**config.mk**
```make
export PLATFORM = sky130hd
export DESIGN_NAME = axis_packet_router_flat
export DESIGN_NICKNAME = d
export VERILOG_FILES = /design/src/rtl/axis_packet_router_if.sv /design/src/rtl/axis_packet_router.sv /design/src/flat_wrapper.sv
export SDC_FILE = /design/constraint.sdc
export NUM_CORES = 1
export LEC_CHECK = 0
export ABC_CLOCK_PERIOD_IN_PS = 3160
export CAP_MARGIN = 20
export CORE_UTILIZATION = 40
export DETAILED_ROUTE_END_ITERATION = 10
export GPL_ROUTABILITY_DRIVEN = 1
export PLACE_DENSITY = 0.75
export SYNTH_ARGS = -nofsm -noshare
export SYNTH_HDL_FRONTEND = slang
export SYNTH_SLANG_ARGS = --single-unit
```
**constraint.sdc**
```tcl
create_clock -name i_clk -period 3.16 [get_ports i_clk]
set_clock_uncertainty 0.2 [all_clocks]
set_input_delay 0.632 -clock i_clk [delete_from_list [all_inputs] [get_ports i_clk]]
set_output_delay 0.632 -clock i_clk [all_outputs]
set_load 0.05 [all_outputs]
```
**src/rtl/axis_packet_router_if.sv**
```systemverilog
// Stream bundle for axis_packet_router: one input stream plus NUM_PORTS
// output streams packed side by side (port p at [p*DATA_W +: DATA_W]).
interface axis_packet_router_if #(
  parameter int DATA_W    = 64,
  parameter int NUM_PORTS = 4
);
  logic [DATA_W-1:0]           i_s_axis_tdata;
  logic                        i_s_axis_tvalid;
  logic                        i_s_axis_tlast;
  logic                        o_s_axis_tready;
  logic [NUM_PORTS*DATA_W-1:0] o_m_axis_tdata;
  logic [NUM_PORTS-1:0]        o_m_axis_tvalid;
  logic [NUM_PORTS-1:0]        o_m_axis_tlast;
  logic [NUM_PORTS-1:0]        i_m_axis_tready;

  // Traffic source / sink side (drives the input stream, sinks the ports)
  modport master (
    output i_s_axis_tdata, i_s_axis_tvalid, i_s_axis_tlast, i_m_axis_tready,
    input  o_s_axis_tready, o_m_axis_tdata, o_m_axis_tvalid, o_m_axis_tlast
  );

  // Router side
  modport slave (
    input  i_s_axis_tdata, i_s_axis_tvalid, i_s_axis_tlast, i_m_axis_tready,
    output o_s_axis_tready, o_m_axis_tdata, o_m_axis_tvalid, o_m_axis_tlast
  );
endinterface

```
**src/rtl/axis_packet_router.sv**
```systemverilog
// Packet router: the low byte of a packet's first beat selects an output
// port (type t -> port t-1); unknown types are swallowed and counted.
// Each output port has a single register stage that supports full
// throughput (drain and reload in the same cycle).
module axis_packet_router #(
  parameter int DATA_W    = 64,
  parameter int NUM_PORTS = 4,
  parameter int CNT_W     = 16
) (
  input  logic                 i_clk,
  input  logic                 i_rst_n,
  axis_packet_router_if.slave  bus,
  output logic [CNT_W-1:0]     o_drop_count,
  output logic                 o_busy
);

  localparam int PORT_W = (NUM_PORTS > 1) ? $clog2(NUM_PORTS) : 1;

  typedef enum logic [1:0] {
    IDLE = 2'd0,
    FWD  = 2'd1,
    DROP = 2'd2
  } state_t;

  state_t                      state, next_state;
  logic [PORT_W-1:0]           port_q;
  logic [PORT_W-1:0]           target;
  logic [7:0]                  type_byte;
  logic                        routable;
  logic                        tready_int;
  logic                        accept;
  logic                        fwd;
  logic                        first_drop;
  logic                        latch_port;
  logic [NUM_PORTS-1:0]        slot_free;
  logic [NUM_PORTS-1:0]        load;
  logic [NUM_PORTS*DATA_W-1:0] data_q;
  logic [NUM_PORTS-1:0]        valid_q;
  logic [NUM_PORTS-1:0]        last_q;
  logic [CNT_W-1:0]            drop_q;

  assign type_byte = bus.i_s_axis_tdata[7:0];
  assign routable  = (type_byte != 8'd0) && (type_byte <= 8'(NUM_PORTS));
  assign slot_free = ~valid_q | bus.i_m_axis_tready;

  // Route decision, input ready and next state; route only sampled in IDLE
  always_comb begin
    next_state = state;
    target     = port_q;
    tready_int = 1'b0;
    accept     = 1'b0;
    fwd        = 1'b0;
    first_drop = 1'b0;
    latch_port = 1'b0;
    case (state)
      IDLE: begin
        if (routable) begin
          target     = PORT_W'(type_byte - 8'd1);
          tready_int = slot_free[target];
        end else begin
          tready_int = 1'b1;
        end
        accept = bus.i_s_axis_tvalid && tready_int;
        if (accept) begin
          fwd        = routable;
          first_drop = !routable;
          latch_port = routable;
          if (!bus.i_s_axis_tlast) begin
            next_state = routable ? FWD : DROP;
          end
        end
      end
      FWD: begin
        tready_int = slot_free[port_q];
        accept     = bus.i_s_axis_tvalid && tready_int;
        fwd        = accept;
        if (accept && bus.i_s_axis_tlast) begin
          next_state = IDLE;
        end
      end
      DROP: begin
        tready_int = 1'b1;
        accept     = bus.i_s_axis_tvalid;
        if (accept && bus.i_s_axis_tlast) begin
          next_state = IDLE;
        end
      end
      default: begin
        next_state = IDLE;
      end
    endcase
  end

  // One-hot load strobe for the single port receiving this cycle's beat
  always_comb begin
    load = '0;
    if (fwd) begin
      load[target] = 1'b1;
    end
  end

  // FSM state, latched route and saturating drop counter
  always_ff @(posedge i_clk or negedge i_rst_n) begin
    if (!i_rst_n) begin
      state  <= IDLE;
      port_q <= '0;
      drop_q <= '0;
    end else begin
      state <= next_state;
      if (latch_port) begin
        port_q <= target;
      end
      if (first_drop && (drop_q != {CNT_W{1'b1}})) begin
        drop_q <= drop_q + 1'b1;
      end
    end
  end

  // Per-port output registers: load wins over drain, untouched otherwise
  always_ff @(posedge i_clk or negedge i_rst_n) begin
    if (!i_rst_n) begin
      data_q  <= '0;
      valid_q <= '0;
      last_q  <= '0;
    end else begin
      for (int p = 0; p < NUM_PORTS; p++) begin
        if (load[p]) begin
          data_q[p*DATA_W +: DATA_W] <= bus.i_s_axis_tdata;
          last_q[p]                  <= bus.i_s_axis_tlast;
          valid_q[p]                 <= 1'b1;
        end else if (bus.i_m_axis_tready[p]) begin
          valid_q[p] <= 1'b0;
        end
      end
    end
  end

  assign bus.o_s_axis_tready = tready_int && i_rst_n;
  assign bus.o_m_axis_tdata  = data_q;
  assign bus.o_m_axis_tvalid = valid_q;
  assign bus.o_m_axis_tlast  = last_q;
  assign o_drop_count        = drop_q;
  assign o_busy              = (state != IDLE);

endmodule

```
**src/flat_wrapper.sv**
```systemverilog
// flat-port wrapper written by rule: the top's interface ports become plain ports
module axis_packet_router_flat 
#(
  parameter int DATA_W    = 64,
  parameter int NUM_PORTS = 4,
  parameter int CNT_W     = 16
)
  (i_clk, i_rst_n, o_drop_count, o_busy, bus_i_s_axis_tdata, bus_i_s_axis_tvalid, bus_i_s_axis_tlast, bus_i_m_axis_tready, bus_o_s_axis_tready, bus_o_m_axis_tdata, bus_o_m_axis_tvalid, bus_o_m_axis_tlast);
  axis_packet_router_if #(.DATA_W(DATA_W), .NUM_PORTS(NUM_PORTS)) bus_i ();
  input  logic i_clk;
  input  logic i_rst_n;
  output logic [CNT_W-1:0] o_drop_count;
  output logic o_busy;
  input wire logic [$bits(bus_i.i_s_axis_tdata)-1:0] bus_i_s_axis_tdata;
  input wire logic [$bits(bus_i.i_s_axis_tvalid)-1:0] bus_i_s_axis_tvalid;
  input wire logic [$bits(bus_i.i_s_axis_tlast)-1:0] bus_i_s_axis_tlast;
  input wire logic [$bits(bus_i.i_m_axis_tready)-1:0] bus_i_m_axis_tready;
  output wire logic [$bits(bus_i.o_s_axis_tready)-1:0] bus_o_s_axis_tready;
  output wire logic [$bits(bus_i.o_m_axis_tdata)-1:0] bus_o_m_axis_tdata;
  output wire logic [$bits(bus_i.o_m_axis_tvalid)-1:0] bus_o_m_axis_tvalid;
  output wire logic [$bits(bus_i.o_m_axis_tlast)-1:0] bus_o_m_axis_tlast;
  assign bus_i.i_s_axis_tdata = bus_i_s_axis_tdata;
  assign bus_i.i_s_axis_tvalid = bus_i_s_axis_tvalid;
  assign bus_i.i_s_axis_tlast = bus_i_s_axis_tlast;
  assign bus_i.i_m_axis_tready = bus_i_m_axis_tready;
  assign bus_o_s_axis_tready = bus_i.o_s_axis_tready;
  assign bus_o_m_axis_tdata = bus_i.o_m_axis_tdata;
  assign bus_o_m_axis_tvalid = bus_i.o_m_axis_tvalid;
  assign bus_o_m_axis_tlast = bus_i.o_m_axis_tlast;
  axis_packet_router #(.DATA_W(DATA_W), .NUM_PORTS(NUM_PORTS), .CNT_W(CNT_W)) u_core (.i_clk(i_clk), .i_rst_n(i_rst_n), .bus(bus_i), .o_drop_count(o_drop_count), .o_busy(o_busy));
endmodule
```
==> impl_metrics.json, run 1 <==
{
  "outcome": "completed",
  "ant_nets": 0,
  "syn_nets": 741,
  "rsz0062_at_grt": "true",
  "synth_ff_type": "dfrtp_1",
  "cts_buffers": 30,
  "hp-class": "flop to flop",
  "gp_congestion": 0.8192,
  "async_flop_share_pct": 100.0,
  "synth-edff-count": 0,
  "syn_area_um2": 11040,
  "worstPathMaxFanout": 2,
  "route.vias.total": 7243,
  "fin_area_um2": 16530,
  "ys_ff_latch": 284,
  "synth_area_leaders": "dfrtp_1 (64%), mux2_1 (20%), mux2_2 (6.3%)",
  "setup.worst_path.end_class": "primary output",
  "holdWs_ns": 0.2812,
  "fmax_ghz": 0.3175,
  "post-route-period-util_pct": 99.67,
  "max_cap_viol_count": 0,
  "grt_usage_pct": 20.83,
  "slew_headroom_pct": 35.60,
  "ioPinCount": 354,
  "p_leak_nw": 7.947,
  "yosys_warnings": 0,
  "portBuffers": 353,
  "final_cells": 1454,
  "via_per_inst": 4.981,
  "avgSynthCellArea_um2": 16.55,
  "wl_um": 29020,
  "yosysSeqAreaShare_pct": 64.37,
  "ir_drop_mv": 0.5102,
  "tns_ns": 0,
  "clk_path_buf_depth": 3,
  "dp_cells": 1394,
  "antenna_found_initial": 0,
  "critPathRequiredTime_ns": 2.33,
  "clk_latency_ns": 0.54,
  "dieArea_um2": 28270,
  "fin_crit_ns": 3.150,
  "grt_pass1_vias": 7753,
  "finalNetCount": 1167,
  "clk_pin_slew_ns": 0.05,
  "finalSetupViolations": 0,
  "drtPass1Iterations": 4,
  "cp_data_arrival_time_ns": 2.32,
  "drt_iter0_markers": 229,
  "grt_max_degree": 144,
  "powerDensity_nw_per_um2": 570.1,
  "n_antenna_cell": 0,
  "criticalPathCategory": "input pin to primary output",
  "place_area_um2": 15430,
  "drc": 0,
  "synth_top_area_share_pct": 64.37,
  "drive_above_1_share_pct": 18.24,
  "power_mw": 9.424,
  "areaGrowthSynthToFinish_pct": 49.74,
  "dieHeight_um": 168.1,
  "initial_core_util_pct": 40.85,
  "cts_tree": "yes",
  "clockRootBuffer": "clkbuf_16",
  "synthCells": 667,
  "coreArea_um2": 27030,
  "place_hpwl_um": 20970,
  "rows": 60,
  "grt_overflow": 0,
  "die_x_um": 168.1,
  "grt_first_pass_wirelength_um": 45990,
  "ys_types": 37,
  "tightest_slew_ns": 0.9660,
  "hold_violations": 0,
  "start_kind": "input pin",
  "cts_sinks": 284,
  "htreeDepth": 1,
  "drv_slew": 0,
  "synth_top_area_cell": "dfrtp_1",
  "detail_route.wl_per_cell_um": 19.96
}
## worst max-delay path: stages
cell,delay [ns]
dlygate4sd2_1,0.25
or4_4,0.55
or3_4,0.35
o311a_1,0.37
buf_6,0.17
## report_power, final
group	internal [mW]	switching (mW)	leakage [nW]	total, mW
clock network	1.94	1.38	0.459	3.32
logic	0.717	1.34	3.56	2.06
registers	3.89	0.158	3.92	4.04
total	6.55	2.88	7.95	9.42
## layout make-up
type / count / area [um2]
multi-input cells: 348 / 3751
flip-flops and latches: 284 / 7107
clock inverters: 5 / 27.53
fillers: 2093 / 10490
well taps: 341 / 426.7
clock buffers: 47 / 905.9
inverters: 5 / 18.77
repair buffers: 424 / 4295
## registers in the layout (all words and copies together) (netlist names)
signal                      cells
u_core.bus.o_m_axis_tdata     256
u_core.o_drop_count            16
u_core.port_q                   2
u_core.state                    2
u_core.bus.o_m_axis_tlast       4
u_core.bus.o_m_axis_tvalid      4
## routing by layer
layer | share of wire (%) | vias to the layer above | GRT usage (%)
met5 | 0 | - | 0
met3 | 7.4 | 58 | 5.759
met1 | 40 | 3678 | 25.50
li1 | - | 3248 | -
met2 | 49 | 259 | 35.76
met4 | 3.0 | 0 | 6.482
## cell families after synthesis
kind of cell	after synthesis	share of synthesized area, %
compound gates	14	1.031
flops	284	64.37
fa+ha+maj	2	0.2266
buf+inv	35	2.731
mux	267	27.40
xor+xnor	16	1.269
simple gates	49	2.969
## Yosys cell counts (all sizes together) (2+ instances only)
| library cell | instances |
|---|---|
| nand2b | 4 |
| o21ai | 4 |
| inv | 5 |
| nand3 | 6 |
| mux2i | 3 |
| nor4 | 7 |
| xor2 | 4 |
| buf | 28 |
| and2 | 2 |
| mux2 | 262 |
| ha | 2 |
| nand2 | 8 |
| clkbuf | 2 |
| o41ai | 6 |
| xnor2 | 12 |
| dfrtp | 284 |
| mux4 | 2 |
| and3 | 7 |
| nand4 | 6 |
## per-stage QoR
| stage | worst slack (ns) | utilization, % |
|---|---|---|
| floorplan | 0.04836 | - |
| global placement | -0.5340 | 57.09 |
| detailed placement | -0.6086 | 57.09 |
| CTS | 0.01493 | 61.17 |
| global route | -0.02390 | 61.17 |
| finish | 0.01028 | 61.17 |
## worst paths after layout
check,startpoint,endpoint,slack [ns],cells after the start
max in group asynchronous,i_rst_n,u_core.bus.o_m_axis_tdata[11],1.26,3
min in group asynchronous,i_rst_n,u_core.bus.o_m_axis_tdata[154],0.32,2
hold / removal,u_core.bus.o_m_axis_tdata[240],u_core.bus.o_m_axis_tdata[240],0.28,1
setup reg to reg,u_core.state[0],u_core.bus.o_m_axis_tdata[19],0.20,9
setup / recovery,bus_i_s_axis_tdata[5],bus_o_s_axis_tready,0.01,5
hold reg to reg,u_core.bus.o_m_axis_tdata[240],u_core.bus.o_m_axis_tdata[240],0.28,1
## what timing repair did
item                       in CTS  in global routing
hold endpoints to repair       10                  0
gates resized for setup        24                  6
pin swaps                       4                  2
hold buffers                    1                  0
setup endpoints to repair     184                 87
cloned                          1                  0
setup buffers                   7                  0
## cell usage in the layout, fill, tap and decap left out, types with 5 or more instances in the layout
cell	netlist	routed
nand4_1	6	6
dfrtp_1	284	284
clkbuf_16	0	31
and3_1	7	7
clkdlybuf4s50_1	0	344
nand3_1	6	6
dlygate4sd2_1	0	5
buf_4	4	50
o41ai_1	6	6
clkbuf_8	0	7
xnor2_1	12	12
buf_12	0	16
clkbuf_1	2	9
nand2_1	8	8
mux2_1	200	199
mux2_2	62	62
nor4_4	1	5
No activity file was read; power rests on OpenSTA's default activity.
==> run 2, diff against run 1 <==
--- a/config.mk
+++ b/config.mk
@@ -11,6 +11,8 @@
 export DETAILED_ROUTE_END_ITERATION = 10
 export GPL_ROUTABILITY_DRIVEN = 1
 export PLACE_DENSITY = 0.75
+export SKIP_CTS_REPAIR_TIMING = 1
+export SKIP_LAST_GASP = 1
 export SYNTH_ARGS = -nofsm -noshare
 export SYNTH_HDL_FRONTEND = slang
 export SYNTH_SLANG_ARGS = --single-unit
==> run 2 against run 1 <==
  * Setup slack better by 0.044 ns
  * Global-route usage is 0.27 points lower
  * Design area fell by 0.34%
  * Flip-flop and latch count is the same
  * Power barely moved
  * Cell count decreased by 0.34%
  * Non-clock buffer count shrank 7
  * Clock power about the same
  * First-iteration DRC count decreased by 3.1%
  * Combinational power is essentially flat
  * Sequential power about the same
  * Register-to-register slack got worse by 0.07 ns
  * Largest power group unchanged
  * Highest routed layer unchanged
==> impl_metrics.json, run 2 (synthesis results as in run 1) <==
{
  "outcome": "completed",
  "ioPinCount": 354,
  "initial_core_util_pct": 40.85,
  "final_cell_mix": "clkdlybuf4s50_1 (344), dfrtp_1 (284), mux2_1 (200), mux2_2 (62), buf_4 (44)",
  "critPathRequiredTime_ns": 2.33,
  "areaGrowthSynthToFinish_pct": 49.23,
  "seqCellArea_um2": 7107,
  "drt_iter0_markers": 222,
  "criticalPathCategory": "input pin to primary output",
  "die_x_um": 168.1,
  "p_leak_nw": 7.949,
  "grt_usage_pct": 20.56,
  "ant_nets": 0,
  "worst_path_max_delay_cell": "mux4_2",
  "pwr-share-comb_pct": 21.8,
  "clk_pin_slew_ns": 0.05,
  "ir_drop_mv": 0.5102,
  "grt_overflow": 0,
  "powerDensity_nw_per_um2": 571.6,
  "nFillCells": 2085,
  "cp_data_arrival_time_ns": 2.27,
  "htreeDepth": 1,
  "power.internal_mw": 6.543,
  "finalNetCount": 1160,
  "slew_headroom_pct": 35.58,
  "antenna_found_initial": 2,
  "switching_power_mw": 2.875,
  "drc": 0,
  "slowest_delay_ns": 0.47,
  "fmax_ghz": 0.3220,
  "drive_above_1_share_pct": 17.18,
  "hp-class": "flop to flop",
  "coreArea_um2": 27030,
  "cts_buffers": 30,
  "route.vias.total": 7240,
  "dieArea_um2": 28270,
  "post-route-period-util_pct": 98.28,
  "holdWs_ns": 0.2812,
  "fin_crit_ns": 3.106,
  "via_per_inst": 4.997,
  "rows": 60,
  "crit_chain": "clkdlybuf4s50_1 -> nand2b_4 -> mux4_2 -> buf_4 -> inv_1 -> o21ai_0 -> o311a_1 -> buf_6",
  "setup.worst_path.end_class": "primary output",
  "gp_congestion": 0.8192,
  "largest_reg_flops": 256,
  "place_hpwl_um": 20970,
  "multi_input_area_um2": 3734,
  "tns_ns": 0,
  "power_mw": 9.418,
  "dp_cells": 1394,
  "clock_power_share_pct": 35.3,
  "grt_pass1_vias": 7658,
  "max_cap_viol_count": 0,
  "grt_max_degree": 144,
  "p_seq_share_pct": 42.9,
  "final_common_cell": "clkdlybuf4s50_1",
  "drv_slew": 0,
  "wl_um": 28900,
  "cts_sinks": 284,
  "finalSetupViolations": 0,
  "worstPathMaxFanout": 3,
  "clockRootBuffer": "clkbuf_16",
  "hold_violations": 0,
  "switching_share_pct": 30.53,
  "tightest_slew_ns": 0.9663,
  "dieHeight_um": 168.1,
  "drtPass1Iterations": 4,
  "detail_route.wl_per_cell_um": 19.95,
  "portBuffers": 353,
  "cts_tree": "yes",
  "clk_path_buf_depth": 3,
  "clk_latency_ns": 0.54,
  "start_kind": "input pin",
  "final_cells": 1449,
  "grt_first_pass_wirelength_um": 45480
}
[run 2: power by group through the flow]
stage / sequential, mW / combinational (mW) / clock, mW
finish: 4.04 / 2.05 / 3.32
global route: 4.08 / 2.14 / 3.55
CTS: 4.04 / 2.06 / 3.43
detailed placement: 4.10 / 2.05 / 0
global placement: 4.10 / 2.03 / 0
floorplan: 4.94 / 0.310 / 0
[run 2: cell type report]
type | instances | area share (%)
clock inverters | 5 | 0.1671
flip-flops and latches | 284 | 43.13
diodes | 2 | 0.03038
well taps | 341 | 2.590
repair buffers | 417 | 25.80
inverters | 5 | 0.1139
clock buffers | 47 | 5.498
multi-input cells | 348 | 22.66
[run 2: worst max-delay path: cells and delay by family]
family          cells  cell delay (ns)
buf+inv             4             0.78
mux                 1             0.47
compound gates      2             0.23
simple gates        1             0.15
[run 2: routing by layer]
layer / vias to the layer above / GRT usage [%] / share of wire [%]
met2: 254 / 35.27 / 50
met4: 0 / 6.245 / 2.8
li1: 3231 / - / -
met3: 49 / 5.783 / 7.1
met5: - / 0 / 0
met1: 3706 / 25.20 / 40
[run 2: path summary, 6_finish.rpt]
check	cells past startpoint	from	slack, ns	to
hold / removal	1	u_core.bus.o_m_axis_tdata[240]	0.28	u_core.bus.o_m_axis_tdata[240]
min in group asynchronous	2	i_rst_n	0.31	u_core.bus.o_m_axis_tdata[155]
max in group asynchronous	3	i_rst_n	1.26	u_core.bus.o_m_axis_tdata[11]
hold reg to reg	1	u_core.bus.o_m_axis_tdata[240]	0.28	u_core.bus.o_m_axis_tdata[240]
setup / recovery	8	bus_i_m_axis_tready[2]	0.05	bus_o_s_axis_tready
setup reg to reg	8	u_core.state[0]	0.13	u_core.bus.o_m_axis_tdata[60]
[run 2: through the flow]
step           worst slack [ns]  util, %  area, um2
4_1_cts                 -0.3527    60.54      16360
2_1_floorplan           0.04836        -      11040
3_3_place_gp            -0.5340    57.09      15430
3_5_place_dp            -0.6086    57.09      15430
5_1_grt               -0.005867    60.95      16470
6_report                0.05447    60.96      16480
==> run 3, diff against run 2 <==
--- a/config.mk
+++ b/config.mk
@@ -7,12 +7,14 @@
 export LEC_CHECK = 0
 export ABC_CLOCK_PERIOD_IN_PS = 3160
 export CAP_MARGIN = 20
+export CORE_MARGIN = 5
 export CORE_UTILIZATION = 40
 export DETAILED_ROUTE_END_ITERATION = 10
 export GPL_ROUTABILITY_DRIVEN = 1
 export PLACE_DENSITY = 0.75
 export SKIP_CTS_REPAIR_TIMING = 1
 export SKIP_LAST_GASP = 1
+export SLEW_MARGIN = 0
 export SYNTH_ARGS = -nofsm -noshare
 export SYNTH_HDL_FRONTEND = slang
 export SYNTH_SLANG_ARGS = --single-unit
==> run 3 against run 2 <==
  * Flip-flop and latch count unchanged
  * Global-route usage decreased by 1.9 points
  * First-iteration DRC count increased by 14%
  * Fmax increased by 0.86%
  * Clock power increased by 3%
  * Die area increased by 9.7%
  * Setup slack improved by 0.027 ns
  * Clock-buffer cell count decreased by 2
==> impl_metrics.json, run 3 (synthesis results as in run 1) <==
{
  "drv_slew": 0,
  "crit_family": "buffers and inverters",
  "powerDensity_nw_per_um2": 576.1,
  "hp-class": "input pin to flop",
  "areaGrowthSynthToFinish_pct": 49.63,
  "via_per_inst": 4.855,
  "place_hpwl_um": 22110,
  "cts_sinks": 284,
  "drive_above_1_share_pct": 17.45,
  "gp_congestion": 0.7967,
  "criticalPathCategory": "input pin to primary output",
  "final_cell_mix": "clkdlybuf4s50_1 (343), dfrtp_1 (284), mux2_1 (200), mux2_2 (62), buf_4 (46)",
  "finalSetupViolations": 0,
  "slew_headroom_pct": 46.59,
  "clockRootBuffer": "clkbuf_16",
  "post-route-period-util_pct": 97.44,
  "nFillCells": 2110,
  "grt_first_pass_wirelength_um": 46320,
  "die_x_um": 176.1,
  "hold_violations": 0,
  "clk_path_buf_depth": 3,
  "ioPinCount": 354,
  "critPathRequiredTime_ns": 2.33,
  "crit_cells": 8,
  "dp_cells": 1424,
  "ir_drop_mv": 0.5853,
  "crit_end": "bus_o_s_axis_tready",
  "power_mw": 9.516,
  "critPathLaunch": "bus_i_m_axis_tready[3]",
  "ant_nets": 0,
  "max_cap_viol_count": 0,
  "crit_chain": "clkdlybuf4s50_1 -> nand2b_4 -> mux4_2 -> buf_4 -> inv_1 -> o21ai_0 -> o311a_1 -> buf_6",
  "dieHeight_um": 176.1,
  "setup.worst_path.end_class": "primary output",
  "switching_share_pct": 30.08,
  "htreeDepth": 1,
  "pwr-share-comb_pct": 21.6,
  "outcome": "completed",
  "p_leak_nw": 7.975,
  "holdWs_ns": 0.2392,
  "rows": 60,
  "dieArea_um2": 31020,
  "rsz0062_at_grt": "false",
  "final_cells": 1480,
  "p_seq_share_pct": 42.5,
  "grt_overflow": 0,
  "power.internal_mw": 6.654,
  "final_common_cell": "clkdlybuf4s50_1",
  "fmax_ghz": 0.3248,
  "start_kind": "input pin",
  "r2r.worst_path.cells": 8,
  "tightest_slew_ns": 0.8012,
  "drt_iter0_markers": 253,
  "dpl_worst_slack_ns": -0.6755,
  "grt_pass1_vias": 7736,
  "slowest_delay_ns": 0.48,
  "worstPathMaxFanout": 3,
  "r2r-end": "u_core.bus.o_m_axis_tdata[174]",
  "portBuffers": 353,
  "fin_crit_ns": 3.079,
  "antenna_found_initial": 3,
  "route.vias.total": 7185,
  "largest_reg_flops": 256,
  "finalNetCount": 1158,
  "clock_power_share_pct": 35.8,
  "r2r_setup_slack_ns": 0.23,
  "drtPass1Iterations": 4,
  "cp_data_arrival_time_ns": 2.25,
  "worst-path-buf-inv": 4,
  "wl_um": 29550,
  "clk_pin_slew_ns": 0.06,
  "cts_tree": "yes",
  "worst_slack_ns": 0.08104,
  "worst_path_max_delay_cell": "mux4_2",
  "grt_max_degree": 146,
  "clk_latency_ns": 0.54,
  "initial_core_util_pct": 40.74,
  "cts_buffers": 30,
  "r2r_start": "u_core.state[0]",
  "detail_route.wl_per_cell_um": 19.96,
  "grt_usage_pct": 18.68,
  "drc": 0,
  "switching_power_mw": 2.863,
  "coreArea_um2": 27100
}
-- run 3: cell count changes in the layout (fill, tap and decap cells not counted), moves of 2 or more --
cell / before / now
clkbuf_1: 9 / 6
buf_6: 4 / 1
buf_4: 44 / 46
clkinv_2: 4 / 7
-- run 3: final cells by class --
class	count	area [um2]	share of cell area (%)
Timing Repair Buffer	415	4208	25.47
Inverter	5	18.77	0.1136
Antenna cell	2	5.005	0.03030
Sequential cell	284	7107	43.02
Multi-Input combinational cell	348	3734	22.60
Tap cell	372	465.4	2.818
Clock inverter	9	73.82	0.4469
Clock buffer	45	908.4	5.499
-- run 3: metal layers --
layer  global-route usage, %  wire length [um]  vias up
li1                        -                 -     3241
met1                   22.78             11560     3660
met2                   32.33             14720      238
met3                   6.338              2691       44
met4                   4.126               566        2
met5                       0                11        -
-- run 3: stage by stage --
stage	utilization [%]	instance area [um2]	TNS (ns)
6_report	60.96	16520	0
5_1_grt	60.95	16520	0
4_1_cts	60.62	16430	-16.83
3_5_place_dp	57.00	15450	-162.83
3_3_place_gp	57.00	15450	-158.34
2_1_floorplan	-	11040	0
-- run 3: tightest hold or removal path, cell delays in order --
cell            delay [ns]
dlymetal6s2s_1        0.11
nand2b_4              0.14
o41ai_1               0.06
-- run 3: how the worst min path moves through the flow --
stage	endpoint	slack, ns	from	cells after the start
floorplan	u_core.bus.o_m_axis_tdata[0]	0.14	i_rst_n	0
global placement	u_core.port_q[1]	0.27	u_core.port_q[1]	2
detailed placement	u_core.port_q[1]	0.27	u_core.port_q[1]	2
CTS	u_core.bus.o_m_axis_tdata[220]	-0.23	i_rst_n	1
global route	u_core.bus.o_m_axis_tvalid[2]	0.26	bus_i_m_axis_tready[2]	3
finish	u_core.bus.o_m_axis_tvalid[2]	0.24	bus_i_m_axis_tready[2]	3
-- run 3: power groups by stage --
stage	Combinational, mW	Sequential (mW)	Clock (mW)
6_report	2.06	4.05	3.41
5_1_grt	2.15	4.08	3.67
2_1_floorplan	0.310	4.94	0
3_5_place_dp	2.07	4.11	0
3_3_place_gp	2.05	4.10	0
4_1_cts	2.08	4.05	3.52
